`config.mk`:
```
export PLATFORM = sky130hd
export DESIGN_NAME = pop_counter_bank
export DESIGN_NICKNAME = d
export VERILOG_FILES = /design/src/rtl/pop_counter_bank.sv
export SDC_FILE = /design/constraint.sdc
export NUM_CORES = 1
export LEC_CHECK = 0
export ABC_AREA = 1
export BUFFER_PORTS_ARGS = -buffer_cell sky130_fd_sc_hd__buf_2
export CAP_MARGIN = 25
export CORE_MARGIN = 1.5
export CORE_UTILIZATION = 59
export CTS_CLUSTER_DIAMETER = 100
export CTS_CLUSTER_SIZE = 28
export DETAILED_ROUTE_END_ITERATION = 7
export PLACE_DENSITY = 0.85
export RECOVER_POWER = 25
export SLEW_MARGIN = 5
export SYNTH_ARGS = -nofsm -noshare
export SYNTH_HDL_FRONTEND = slang
export SYNTH_SLANG_ARGS = --single-unit
```
`constraint.sdc`:
```
create_clock -name clk -period 1.5 [get_ports clk]
set_input_delay 0.075 -clock clk [delete_from_list [all_inputs] [get_ports clk]]
set_output_delay 0.075 -clock clk [all_outputs]
set_load 0.05 [all_outputs]
```
`src/rtl/pop_counter_bank.sv`:
```
// Bank of per-channel FIFO pop counters read one channel at a time over a req/valid handshake.
// Optional POP_TOTAL_EN adds total_out, a wrapping count of all pops on all channels.
module pop_counter_bank #(
  parameter int unsigned NUM_CH   = 5,
  parameter int unsigned CNT_W    = 5,
  parameter int unsigned IDX_W    = 3,
  parameter int unsigned SATURATE = 0
) (
  input  logic              clk,
  input  logic              reset_L,
  input  logic [NUM_CH-1:0] pop,
  input  logic              idle,
  input  logic              req,
  input  logic [IDX_W-1:0]  idx,
  input  logic              clr_on_rd,
  output logic              valid,
  output logic [CNT_W-1:0]  data_out,
  output logic              ovf,
  output logic              err,
`ifdef POP_TOTAL_EN
  output logic [CNT_W+IDX_W-1:0] total_out,
`endif
  output logic              busy
);

  localparam int unsigned TOT_W = CNT_W + IDX_W;

  typedef enum logic [1:0] {S_WAIT, S_DATA, S_HOLD} state_t;

  state_t             state_q, state_d;
  logic               accept;
  logic               idx_bad;
  logic [CNT_W-1:0]   sel_cnt;
  logic               sel_flag;
  logic [CNT_W-1:0]   cnt_q [NUM_CH];
  logic [CNT_W-1:0]   cnt_d [NUM_CH];
  logic [NUM_CH-1:0]  flag_q, flag_d;

  // Read-side FSM: next state and acceptance
  always_comb begin
    state_d = state_q;
    accept  = 1'b0;
    case (state_q)
      S_WAIT: begin
        if (req && idle) begin
          accept  = 1'b1;
          state_d = S_DATA;
        end
      end
      S_DATA:  state_d = req ? S_HOLD : S_WAIT;
      S_HOLD:  if (!req) state_d = S_WAIT;
      default: state_d = S_WAIT;
    endcase
  end

  // Index check and pre-pop snapshot of the addressed channel
  always_comb begin
    idx_bad  = (32'(idx) >= NUM_CH);
    sel_cnt  = '0;
    sel_flag = 1'b0;
    for (int unsigned i = 0; i < NUM_CH; i++) begin
      if (idx == IDX_W'(i)) begin
        sel_cnt  = cnt_q[i];
        sel_flag = flag_q[i];
      end
    end
  end

  // Per-channel counter update; clear-on-read keeps a same-cycle pop
  always_comb begin
    flag_d = flag_q;
    for (int unsigned i = 0; i < NUM_CH; i++) begin
      cnt_d[i] = cnt_q[i];
      if (pop[i]) begin
        if (&cnt_q[i]) begin
          flag_d[i] = 1'b1;
          if (SATURATE == 0) cnt_d[i] = '0;
        end else begin
          cnt_d[i] = cnt_q[i] + CNT_W'(1);
        end
      end
      if (accept && clr_on_rd && !idx_bad && (idx == IDX_W'(i))) begin
        cnt_d[i]  = CNT_W'(pop[i]);
        flag_d[i] = 1'b0;
      end
    end
  end

  always_ff @(posedge clk or negedge reset_L) begin
    if (!reset_L) begin
      for (int unsigned i = 0; i < NUM_CH; i++) cnt_q[i] <= '0;
      flag_q <= '0;
    end else begin
      cnt_q  <= cnt_d;
      flag_q <= flag_d;
    end
  end

  // Registered read outputs: capture at acceptance, hold, zero on return to S_WAIT
  always_ff @(posedge clk or negedge reset_L) begin
    if (!reset_L) begin
      state_q  <= S_WAIT;
      valid    <= 1'b0;
      busy     <= 1'b0;
      data_out <= '0;
      ovf      <= 1'b0;
      err      <= 1'b0;
    end else begin
      state_q <= state_d;
      valid   <= (state_d != S_WAIT);
      busy    <= (state_d != S_WAIT);
      if (accept) begin
        err      <= idx_bad;
        data_out <= idx_bad ? '0 : sel_cnt;
        ovf      <= idx_bad ? 1'b0 : sel_flag;
      end else if (state_d == S_WAIT) begin
        err      <= 1'b0;
        data_out <= '0;
        ovf      <= 1'b0;
      end
    end
  end

`ifdef POP_TOTAL_EN
  logic [TOT_W-1:0] tot_inc;

  always_comb begin
    tot_inc = '0;
    for (int unsigned i = 0; i < NUM_CH; i++) tot_inc = tot_inc + TOT_W'(pop[i]);
  end

  always_ff @(posedge clk or negedge reset_L) begin
    if (!reset_L) total_out <= '0;
    else          total_out <= total_out + tot_inc;
  end
`endif

endmodule

```
; ---- After elaboration in Yosys (flattened, before gate mapping)
; Cells that the tools add are included.
[totals]
n_memories = 0
regBits = 40
elab_cells = 114
latchBits = 0
out_inout_bits = 9
mem_bits_ro = 0
mem_bits_rw = 0
[op_classes]
order_cmp = 1
add_sub_neg = 5
reduce_logical = 34
shift = 0
n_mux = 53
bitwise_logic = 0
n_eq_ne = 6
div_mod_pow = 0
n_mul = 0
[op_table]
columns = cell, count
row1 = 2-to-1 mux 5 bit, 23
row2 = 2-to-1 mux 1 bit, 26
row3 = "adder 5 x 1 -> 5 bit, second input constant", 5
row4 = AND reduction 5 bit, 5
row5 = nonzero test 2 bit, 12
row6 = AND reduction 2 bit, 5
row7 = logical AND 1 bit, 8
row8 = "equality test 3 x 2 -> 1 bit, second input constant", 2
row9 = 2-to-1 mux 2 bit, 3
row10 = one-hot mux 2 bit (3 select lines), 1
row11 = logical NOT 2 bit, 2
row12 = "equality test 3 x 1 -> 1 bit, second input constant", 1
row13 = "equality test 3 bit, second input constant", 1
row14 = "greater-or-equal comparator 3 bit, second input constant", 1
row15 = logical NOT 3 bit, 1
row16 = "equality test 2 x 1 -> 1 bit, second input constant", 1
row17 = "equality test 2 bit, second input constant", 1
row18 = logical NOT 1 bit, 1

; ---- Logic depth before layout (Yosys ltp)
[logic_depth]
ltp_word = 8
depth_mapped = 9
depth_no_buf = 9

; ---- Worst setup path after synthesis
; OpenSTA, ideal clock, no wires.
[synth_path]
path_type = register to register
from = register cnt_q[15] in the netlist's numbering
to = register cnt_q[15] in the netlist's numbering
t_arrival_ps = 1318
stages_incl_launch_ff = 9
path_buffers = 0
synth_period_minus_slack_ps = 1383
required_time_ps = 1435
setup_ps = 65
setup_slack_ps = 117
path_cell_list = dfrtp_1 -> ha_1 -> nand2_1 -> nor2_1 -> ha_1 -> or2_2 -> nand2_1 -> nand2_1 -> nand2_1
[synth_between]
elab_chain_len = 4
word_cells_on_any_way = 5
classes_between = add/sub: 1 / mux: 3 / reduce/logical: 1
[synth_rtl]
columns = item, line
row1 = from (decl), 35  ; logic [CNT_W-1:0] cnt_q [NUM_CH];
row2 = from (signal assigned), 94  ; cnt_q <= cnt_d;
row3 = adder 5 x 1 -> 5 bit / AND reduction 5 bit (equally long branches), "79, 75"
row4 = 2-to-1 mux 5 bit (*), 75  ; if (&cnt_q[i]) begin
row5 = 2-to-1 mux 5 bit (*), 74  ; if (pop[i]) begin
row6 = 2-to-1 mux 5 bit (*), 82  ; if (accept && clr_on_rd && !idx_bad && (idx == IDX_W'(i))) begin
; Mark *: on every way between the ends. The rest lies on a longest branch, timed or not. The select of a mux whose other input is x is not followed.
; A chain may end at the register's enable or synchronous reset.

; ---- Final worst setup path
[layout_path]
from = register cnt_q[5] in the netlist's numbering
to = register cnt_q[5] in the netlist's numbering
; The elaborated chain is that of the path after synthesis.

==> impl_metrics.tcl <==
set metrics [dict create \
    status "finished clean" \
    rows 23 \
    holdPathStages 3 \
    tightest_slew_ns 1.11 \
    io_buffers 21 \
    netlist_top_cells_area "dfrtp_1, nand2_1, inv_1" \
    peakVddDrop_mv 0.640 \
    coreArea_sq_um 4000 \
    final_common_cell "nand2_1" \
    power_density_nw_per_um2 1350 \
    root_buffer "clkbuf_8" \
    io-pin-count 22 \
    clk_pin_slew_ns 0.08 \
    final_area_sq_um 2780 \
    start_kind "flip-flop" \
    r2r_end "cnt_q[5]" \
    rrSetupSlack_ns 0.06 \
    hold_violations 0 \
    yosysUniqueCellTypes 25 \
    clock_latency_ns 0.30 \
    netlist_instances 323 \
    cts_sinks 40 \
    initial_core_util_pct 61.3 \
    slew_violations 0 \
    grt_pass1_wl_mm 8.29 \
    nets 374 \
    synth.cell_area_sq_um 2450 \
    hold_class "in2reg" \
    stdcell_count 402 \
    final_cell_mix "nand2_1, dfrtp_1, inv_1" \
    routed_wl_mm 4.93 \
    synth_seq_cells 40 \
    grt_max_degree 23 \
    first_pass_iters 4 \
    finalSetupTns_ns 0 \
    syn2layout_area_growth_pct 13.6 \
    p_total_mw 3.76 \
    grt_usage_pct 24.1 \
    dp_cells 392 \
    leakagePower_nw 1.55 \
    gp_congestion 0.865 \
    wl_per_cell_um 12.3 \
    ant_nets 0 \
    min_from "pop[3]" \
    dieArea_sq_um 4550 \
    r2r_start "cnt_q[5]" \
    slew_headroom_pct 26.0 \
    gr-total-overflow 0 \
    avgSynthCellArea_sq_um 7.59 \
    htreeDepth 2 \
    drive_gt1_share_pct 20.2 \
    via_per_inst 5.21 \
    vias 2095 \
    arrival_ns 1.68 \
    antenna_found_initial 0 \
    drc 0 \
    placed_area_sq_um 2630 \
    die_y_um 67.5 \
    rsz0062_at_grt "yes" \
    final.min_clock_period_ns 1.44 \
    endpoint_kind "flip-flop" \
    synth_top_area_cell "dfrtp_1" \
    max_freq_ghz 0.697 \
    clockBufferDepth 2 \
    cap_violations 0 \
    rr_worst_depth 8 \
    synth_warnings 0 \
    cts_buffers 5 \
    final_util_pct 69.6 \
    synth_top_area_share_pct 40.8 \
    finalSetupViolations 0 \
    synth_seq_area_share_pct 40.8 \
    grt_pass1_vias 1959 \
    period_share_pct 95.7 \
    cp.required_ns 1.75 \
    diodes 0 \
    critPathMaxFanout 3 \
    cts_tree "built" \
    fp.dieW_um 67.5 \
    dr.first_iter.drc_count 214 \
    syn_nets 346 \
    fin_worst_skew_ns 0.0110 \
    dp_hpwl_mm 3.70 \
    worst-setup-path-type "reg2reg" \
    holdPathEnd "cnt_q[5]" \
]
-- worst max-delay path, stage by stage, from the launching register on --
cell     delay, ns
dfrtp_1       0.40
ha_1          0.22
nand2_1       0.09
nor2_1        0.05
ha_2          0.19
or2_2         0.27
nand2_1       0.07
nand2_1       0.04
nand2_1       0.05
-- metal layers --
metal	vias up	GRT usage [%]	wire [um]
met2	44	41.1	2400
met1	960	29.6	2280
met5	-	0	0
met4	0	11.0	111
met3	11	4.50	147
li1	1080	-	-
-- sequential cells by signal (all words and copies together), names as in the netlist --
signal,cells
state_q,2
ovf,1
err,1
data_out,5
cnt_q,25
flag_q,5
busy,1
-- cells in the mapped netlist --
cell      instances
a21oi_1          13
buf_2             2
buf_4             1
buf_6             1
clkbuf_1          3
clkinv_1          1
dfrtp_1          40
ha_1             10
inv_1            39
inv_2             6
nand2_1         102
nand2_2           3
nand3_1          28
nand3_4           6
nand4_1          11
nor2_1           26
nor2_4            3
nor2_8            1
nor3_1            2
nor3_2            3
nor3b_1           5
o21ai_0           7
or2_0             3
or2_2             5
xor2_1            2
-- metrics by stage --
step	setup WS (ns)	hold slack (ns)
after floorplan	0.117	-0.221
after global placement	0.101	0.0511
after detailed placement	0.0378	0.0568
after CTS	0.0204	0.0493
after global routing	-0.0355	0.0826
final	0.0648	0.0537
-- what timing repair did --
item	4_1_cts	5_1_grt
resized for setup	0	10
hold buffers	1	0
endpoints found under the hold margin	18	0
setup buffers	0	1
setup endpoints to repair	0	10
-- worst max-delay path by stage --
stage | cells after the start | endpoint | startpoint | slack [ns]
4_1_cts | 8 | cnt_q[10] | cnt_q[10] | 0.02
6_report | 8 | cnt_q[5] | cnt_q[5] | 0.06
3_5_place_dp | 8 | cnt_q[10] | cnt_q[10] | 0.04
2_1_floorplan | 8 | cnt_q[15] | cnt_q[15] | 0.12
3_3_place_gp | 8 | cnt_q[20] | cnt_q[21] | 0.10
5_1_grt | 8 | cnt_q[0] | cnt_q[1] | -0.04
-- cells by family after synthesis --
| family | count (synthesis) | share of synthesized area, % |
|---|---|---|
| AND/OR/NAND/NOR | 198 | 40.6 |
| AO/OA/AOI/OAI | 20 | 4.08 |
| XOR/XNOR | 2 | 0.715 |
| buffers and inverters | 53 | 8.68 |
| flip-flops | 40 | 40.8 |
| adder cells (fa/ha/maj) | 10 | 5.10 |
-- final cells by class --
class	instances	area [sq um]
multi-input cells	230	1260
flip-flops and latches	40	1000
inverters	46	173
repair buffers	28	171
clock buffers	5	68.8
well taps	50	62.6
clock inverters	3	42.5
fillers	304	1220
-- power breakdown --
group | leakage [nW] | internal, mW | switching, mW | total (mW)
clock | 0.0541 | 0.492 | 0.396 | 0.888
combinational | 0.990 | 0.501 | 0.702 | 1.20
sequential | 0.502 | 1.40 | 0.273 | 1.67
total | 1.55 | 2.39 | 1.37 | 3.76
(Power assumes the default switching activity.)
